**config.mk**
```make
export PLATFORM = sky130hd
export DESIGN_NAME = scalar_multiply_unit
export DESIGN_NICKNAME = d
export VERILOG_FILES = /design/src/rtl/scalar_multiply_unit.sv
export SDC_FILE = /design/constraint.sdc
export NUM_CORES = 1
export LEC_CHECK = 0
export CAP_MARGIN = 10
export CORE_MARGIN = 4
export CORE_UTILIZATION = 40
export DETAILED_ROUTE_END_ITERATION = 6
export PLACE_DENSITY = 0.66
export SLEW_MARGIN = 5
export SYNTH_ARGS = -nofsm -noshare
export SYNTH_HDL_FRONTEND = slang
export SYNTH_SLANG_ARGS = --single-unit
```
**constraint.sdc**
```tcl
create_clock -name vclk -period 5.5
set_input_delay 0.55 -clock vclk [all_inputs]
set_output_delay 0.55 -clock vclk [all_outputs]
set_load 0.05 [all_outputs]
```
**src/rtl/scalar_multiply_unit.sv**
```systemverilog
// Scales an m x n matrix (packed in a fixed 5x5 grid of 8-bit elements) by a 4-bit scalar.
// Define SCALAR_MUL_REG_OUT_EN to register scalarMul/valid on clk; otherwise purely combinational.
module scalar_multiply_unit (
    input  logic         clk,
    input  logic         reset,
    input  logic [2:0]   m,
    input  logic [2:0]   n,
    input  logic [3:0]   scalarValue,
    input  logic [199:0] matrixA,
    output logic [199:0] scalarMul,
    output logic         valid
);

    logic [4:0]   row_en_s;
    logic [4:0]   col_en_s;
    logic         dims_ok_s;
    logic [7:0]   scalar_ext_s;
    logic [199:0] comb_mul_s;

    // Thermometer row mask; an illegal row count yields an all-zero mask.
    always_comb begin
        row_en_s = 5'b00000;
        case (m)
            3'd1:    row_en_s = 5'b00001;
            3'd2:    row_en_s = 5'b00011;
            3'd3:    row_en_s = 5'b00111;
            3'd4:    row_en_s = 5'b01111;
            3'd5:    row_en_s = 5'b11111;
            default: row_en_s = 5'b00000;
        endcase
    end

    // Thermometer column mask; an illegal column count yields an all-zero mask.
    always_comb begin
        col_en_s = 5'b00000;
        case (n)
            3'd1:    col_en_s = 5'b00001;
            3'd2:    col_en_s = 5'b00011;
            3'd3:    col_en_s = 5'b00111;
            3'd4:    col_en_s = 5'b01111;
            3'd5:    col_en_s = 5'b11111;
            default: col_en_s = 5'b00000;
        endcase
    end

    assign dims_ok_s    = (|row_en_s) & (|col_en_s);
    assign scalar_ext_s = {4'd0, scalarValue};

    // 25 independent 8x8 multiplies; an 8-bit result context gives the mod-256 wrap directly.
    always_comb begin
        comb_mul_s = 200'd0;
        for (int r = 0; r < 5; r++) begin
            for (int c = 0; c < 5; c++) begin
                if (row_en_s[r] && col_en_s[c]) begin
                    comb_mul_s[(r*5+c)*8 +: 8] = matrixA[(r*5+c)*8 +: 8] * scalar_ext_s;
                end else begin
                    comb_mul_s[(r*5+c)*8 +: 8] = 8'd0;
                end
            end
        end
    end

`ifdef SCALAR_MUL_REG_OUT_EN
    logic [199:0] mul_r;
    logic         valid_r;

    // Output register: one-cycle latency, asynchronously cleared by reset.
    always_ff @(posedge clk or posedge reset) begin
        if (reset) begin
            mul_r   <= 200'd0;
            valid_r <= 1'b0;
        end else begin
            mul_r   <= comb_mul_s;
            valid_r <= dims_ok_s;
        end
    end

    assign scalarMul = mul_r;
    assign valid     = valid_r;
`else
    logic unused_clk_s;

    assign unused_clk_s = clk;
    assign scalarMul    = reset ? 200'd0 : comb_mul_s;
    assign valid        = (~reset) & dims_ok_s;
`endif

endmodule

```
==> impl_metrics.ini, run 1 <==
[status]
status = completed

[drt]
postRouteWirelength_um = 51670
drt_pre_antenna_iters = 5
route.detailed.vias_per_inst = 5.074
postRouteAntennaNets = 0
drt_drc_violations_left = 0
wire_per_inst_um = 17.39
drt_iter0_markers = 637
num_vias = 15080

[grt]
grt_busiest_layer = met2
grt_antenna_before_repair = 10
grt_first_pass_wirelength_um = 82730
gr-total-overflow = 0
global_route.usage.met2 = 0.4118
groute.usage.overall = 0.2287
first_global_vias = 15880
grt_max_degree = 87
met1_use_gr = 0.2922
gr-usage-met3 = 0.03723

[synth]
synth.largest_area_cell = fa_1
postSynthNetCount = 2710
synth.area.top_cells = fa_1 28%, ha_1 16%, and2_1 13%, nand2_1 8.0%, inv_1 6.3%
seq_area_frac_synth = 0
synth.lib_cells_used.distinct = 39
synthCells = 2071
synthesis.area_per_instance_um2 = 7.813
synth.top_cell.area_share = 0.2784
yosysWarningCount = 0
synth_area_um2 = 16180

[cells_and_area]
layout.area.seq_um2 = 0
area_growth_pct = 29.91
fill_cells = 3845
nClkBuffers = 0
multi_input_comb_area_um2 = 14840
final_core_util = 0.5278
num-nets-final = 3081
n_sequential_cell = 0
post_route_cells_drive_above_1_share = 0.03402

[timing]
post-route-worst-setup-slack_ns = 0.4783
timing.fmax_mhz = 199.1
hold_violations = 0
rsz0062_at_grt = no
final_tns_setup_ns = 0
timing_worst_slew_pin_value_ns = 0.9825
final-setup-viol-count = 0
fin_crit_ns = 5.022
post-route-period-util = 0.9130
slew_viol_final = 0
timing.slew.headroom = 0.3406

[placement]
preCtsSetupSlack_ns = 0.5026
numPortBuffers = 412
dpl.hpwl_um = 43990
gpl.final_weighted_congestion = 0.9097

[die]
die_area_um2 = 43730
top_level_ports = 413
die_height_um = 209.1
num_rows = 73
core-area_um2 = 39820
initial_core_utilization = 0.4063
die_w_um = 209.1

[power]
seqPwrFrac = 0
vdd_drop_max_mv = 0.06540
power_per_cell_area_nw_per_um2 = 117.0
net-switching-power_mw = 1.326
netSwitchingFraction = 0.5393
power_leakage_nw = 10.35
p_clk_frac = 0
comb_power_share = 1.000
power_report.internal_total_mw = 1.133

[clocking]
number_of_buffers_inserted_for_hold_repair_after_clock_tree_synthesis = 0
cts.repair.resized = 0
post_cts_buffers = 0

[run]
cap_viol_max_count = 0

[critical_path]
timing.critical_path.required_ns = 4.95
critPathTopFamily = buffers and inverters
cp_cell_sequence = buf_4, buf_4, nand2_1, fa_1, inv_1, fa_1, ha_1, a211oi_1, o21bai_1, a21oi_1, xnor2_1, nor2_1, clkdlybuf4s50_1
critical_path_arrival_ns = 4.47
worst-setup-path-type = in2out
cp_num_buf_inv = 4
critPathLaunchType = input port
timing.critical_path.fanout_max = 44
critical_path.max_stage_delay_ns = 0.81
critical_path.slowest_cell = clkdlybuf4s50_1
endpoint_kind = primary output

[worst_hold_path]
worst_hold_path_type = in2out
cell families (layout without fill, tap and decap cells):
logic type	count (synthesis)	after routing	share of synthesized area
xor+xnor	175	175	0.1160
compound gates	207	207	0.08506
buf+inv	354	723	0.08367
other cells	0	6	0
fa+ha+maj	427	427	0.4346
simple gates	908	908	0.2807
power groups by stage:
stage	registers (mW)	clock network [mW]	logic [mW]
global placement	0	0	2.40
detailed placement	0	0	2.46
global route	0	0.0000000975	2.77
CTS	0	0	2.48
floorplan	0	0	1.78
finish	0	0.000000130	2.46
final cells by class:
class              instances  area share
well taps                525     0.03125
diodes                     6   0.0007143
inverters                271     0.04839
multi-input cells       1717      0.7059
repair buffers           452      0.2137
cell usage in the layout, fill, tap and decap left out, drive strengths merged, types with 2 or more instances in the layout:
| master | Yosys | layout |
|---|---|---|
| clkdlybuf4s50 | 0 | 388 |
| nand2 | 347 | 347 |
| and2 | 329 | 329 |
| inv | 271 | 271 |
| fa | 225 | 225 |
| ha | 202 | 202 |
| nor2 | 120 | 120 |
| xnor2 | 97 | 97 |
| buf | 18 | 64 |
| and3 | 58 | 58 |
| xor2 | 53 | 53 |
| a21oi | 51 | 51 |
| a21o | 50 | 50 |
| a211oi | 50 | 50 |
| nor3 | 28 | 28 |
| o21ai | 27 | 27 |
| xnor3 | 25 | 25 |
| o21bai | 25 | 25 |
| diode | 0 | 6 |
| nor3b | 6 | 6 |
| and4 | 5 | 5 |
| or2 | 5 | 5 |
| nand3 | 4 | 4 |
| a31oi | 2 | 2 |
final timing paths:
| kind | startpoint | to | slack [ns] | cells past startpoint |
|---|---|---|---|---|
| worst max-delay path | scalarValue[3] | scalarMul[95] | 0.48 | 13 |
| worst min-delay path | scalarValue[0] | scalarMul[176] | 1.81 | 3 |
metrics by stage:
step	instance area (um^2)	instances	hold WS (ns)	power [mW]
final	21020	2971	1.814	2.459
after global placement	21010	2965	1.866	2.400
after CTS	21010	2965	1.864	2.481
after detailed placement	21010	2965	1.864	2.459
after global routing	21020	2970	1.885	2.771
after floorplan	16180	2071	1.318	1.779
synthesized netlist by cell type (3+ instances only):
| library cell | count |
|---|---|
| buf_4 | 4 |
| o21bai_1 | 25 |
| and3_1 | 57 |
| clkbuf_1 | 65 |
| a211oi_1 | 50 |
| nor3b_1 | 6 |
| or2_4 | 3 |
| nand2_1 | 344 |
| ha_1 | 202 |
| buf_1 | 6 |
| nor3_2 | 4 |
| and4_1 | 5 |
| o21ai_0 | 27 |
| nand2_2 | 3 |
| xnor2_1 | 97 |
| and2_1 | 329 |
| a21o_1 | 50 |
| a21oi_1 | 50 |
| fa_1 | 225 |
| nor2_1 | 119 |
| inv_1 | 271 |
| buf_2 | 8 |
| xor2_1 | 53 |
| nand3_1 | 4 |
| xnor3_1 | 25 |
| nor3_1 | 24 |
metal layers:
metal  vias up  wire length [um]  share of wire
met5         -                32        0.00062
met4         6              1094          0.021
met3        51              3095          0.060
met2       383             25340           0.49
met1      7373             22110           0.43
li1       7263                 -              -
(Power assumes the default switching activity.)
==> run 2, diff against run 1 <==
--- a/config.mk
+++ b/config.mk
@@ -7,9 +7,11 @@
 export LEC_CHECK = 0
 export CAP_MARGIN = 10
 export CORE_MARGIN = 4
-export CORE_UTILIZATION = 40
+export CORE_UTILIZATION = 53
 export DETAILED_ROUTE_END_ITERATION = 6
-export PLACE_DENSITY = 0.66
+export GPL_ROUTABILITY_DRIVEN = 0
+export PLACE_DENSITY = 0.85
+export SETUP_SLACK_MARGIN = 0.02
 export SLEW_MARGIN = 5
 export SYNTH_ARGS = -nofsm -noshare
 export SYNTH_HDL_FRONTEND = slang
==> run 2 against run 1 <==
Critical path depth stayed put. Via count is 3.3% higher. Wire length fell by 3.4%. Die area is 24% lower. Clock-buffer cell count unchanged. Global-route usage increased by 6.8 points. Design area fell by 0.25%. Maximum frequency hardly changed. Critical path type unchanged. Highest routed layer unchanged.
==> impl_metrics.ini, run 2 (synthesized netlist as in run 1, its figures left out) <==
[drt]
drt_pre_antenna_iters = 5
drt_iter0_markers = 841
route.detailed.vias_per_inst = 5.498
num_vias = 15580
postRouteAntennaNets = 0
drt_drc_violations_left = 0
postRouteWirelength_um = 49910
wire_per_inst_um = 17.62

[timing]
final-setup-viol-count = 0
post-route-period-util = 0.9136
timing.slew.headroom = 0.3643
timing.fmax_mhz = 199.0
timing_worst_slew_pin_value_ns = 0.9505
rsz0062_at_grt = no
hold_violations = 0
final_tns_setup_ns = 0
slew_viol_final = 0
fin_crit_ns = 5.025

[critical_path]
critPathTopFamily = buffers and inverters
path_common_cell = fa_1
endpoint_kind = primary output
critical_path.max_stage_delay_ns = 0.87
cp_cell_sequence = buf_4, buf_12, nand2_1, fa_1, inv_1, fa_1, ha_1, a211oi_1, o21bai_1, a21oi_1, xnor2_1, nor2_1, clkdlybuf4s50_1
critPathLaunchType = input port
cp_num_buf_inv = 4
critical_path.slowest_cell = clkdlybuf4s50_1
worst-setup-path-type = in2out
critical_path_arrival_ns = 4.47
timing.critical_path.fanout_max = 47
timing.critical_path.required_ns = 4.95

[die]
die_w_um = 182.7
die_height_um = 182.7
num_rows = 63
initial_core_utilization = 0.5416
core-area_um2 = 29870
die_area_um2 = 33390
top_level_ports = 413

[cells_and_area]
nClkBuffers = 0
most-common-layout-cells = 382 x clkdlybuf4s50_1, 344 x nand2_1, 329 x and2_1
post_route_cells_drive_above_1_share = 0.03489
fill_cells = 2351
num-nets-final = 3077
layout.area.seq_um2 = 0
n_sequential_cell = 0
area_growth_pct = 29.59
final_core_util = 0.7018
final_common_cell = clkdlybuf4s50_1

[status]
status = completed

[grt]
grt_first_pass_wirelength_um = 81830
grt_antenna_before_repair = 7
grt_max_degree = 63
gr-total-overflow = 0
groute.usage.overall = 0.2965
first_global_vias = 16540

[clocking]
cts.repair.resized = 0
number_of_buffers_inserted_for_hold_repair_after_clock_tree_synthesis = 0
post_cts_buffers = 0

[placement]
dpl.hpwl_um = 42400
numPortBuffers = 412

[worst_hold_path]
worst_hold_path_type = in2out

[run]
cap_viol_max_count = 0
[run 2: changes by cell type in the layout (fill, tap and decap cells not counted)]
cell / before / now
clkdlybuf4s50_1: 388 / 382
buf_4: 53 / 43
o21ai_0: 26 / 27
o21ai_1: 1 / 0
buf_6: 1 / 0
buf_12: 10 / 23
diode_2: 6 / 7
[run 2: worst paths after layout]
path                              to      startpoint  slack (ns)  depth (start not counted)
worst max-delay path  scalarMul[127]  scalarValue[2]        0.48                         13
worst min-delay path   scalarMul[16]  scalarValue[0]        1.81                          4
[run 2: worst min-delay path, delay by kind of cell]
family / cells / cell delay, ns
and+or+nand+nor: 2 / 0.21
buffers and inverters: 2 / 0.47
[run 2: per-stage QoR]
| step | worst slack, ns | std cells | instance area, um^2 | hold WS (ns) |
|---|---|---|---|---|
| 2_1_floorplan | 0.1857 | 2071 | 16180 | 1.318 |
| 3_3_place_gp | 0.5953 | 2826 | 20950 | 1.794 |
| 3_5_place_dp | 0.4969 | 2826 | 20950 | 1.802 |
| 4_1_cts | 0.4782 | 2826 | 20950 | 1.798 |
| 5_1_grt | 0.2671 | 2830 | 20960 | 1.848 |
| 6_report | 0.4754 | 2833 | 20970 | 1.805 |
[run 2: area by class of cell]
type,instances,area [um^2],area share
Antenna cell,7,17.52,0.0008354
Inverter,271,1017,0.04851
Multi-Input combinational cell,1717,14840,0.7077
Tap cell,390,488.0,0.02327
Timing Repair Buffer,448,4607,0.2197
[run 2: per-layer routing]
layer  GRT usage  up-vias  wire length [um]  part of all wire
met1      0.3647     7623             19010              0.38
met5           0        -                27           0.00054
met3     0.04226      128              3791             0.076
met4      0.1090        4              2284             0.046
met2      0.5291      576             24800              0.50
li1            -     7244                 -                 -
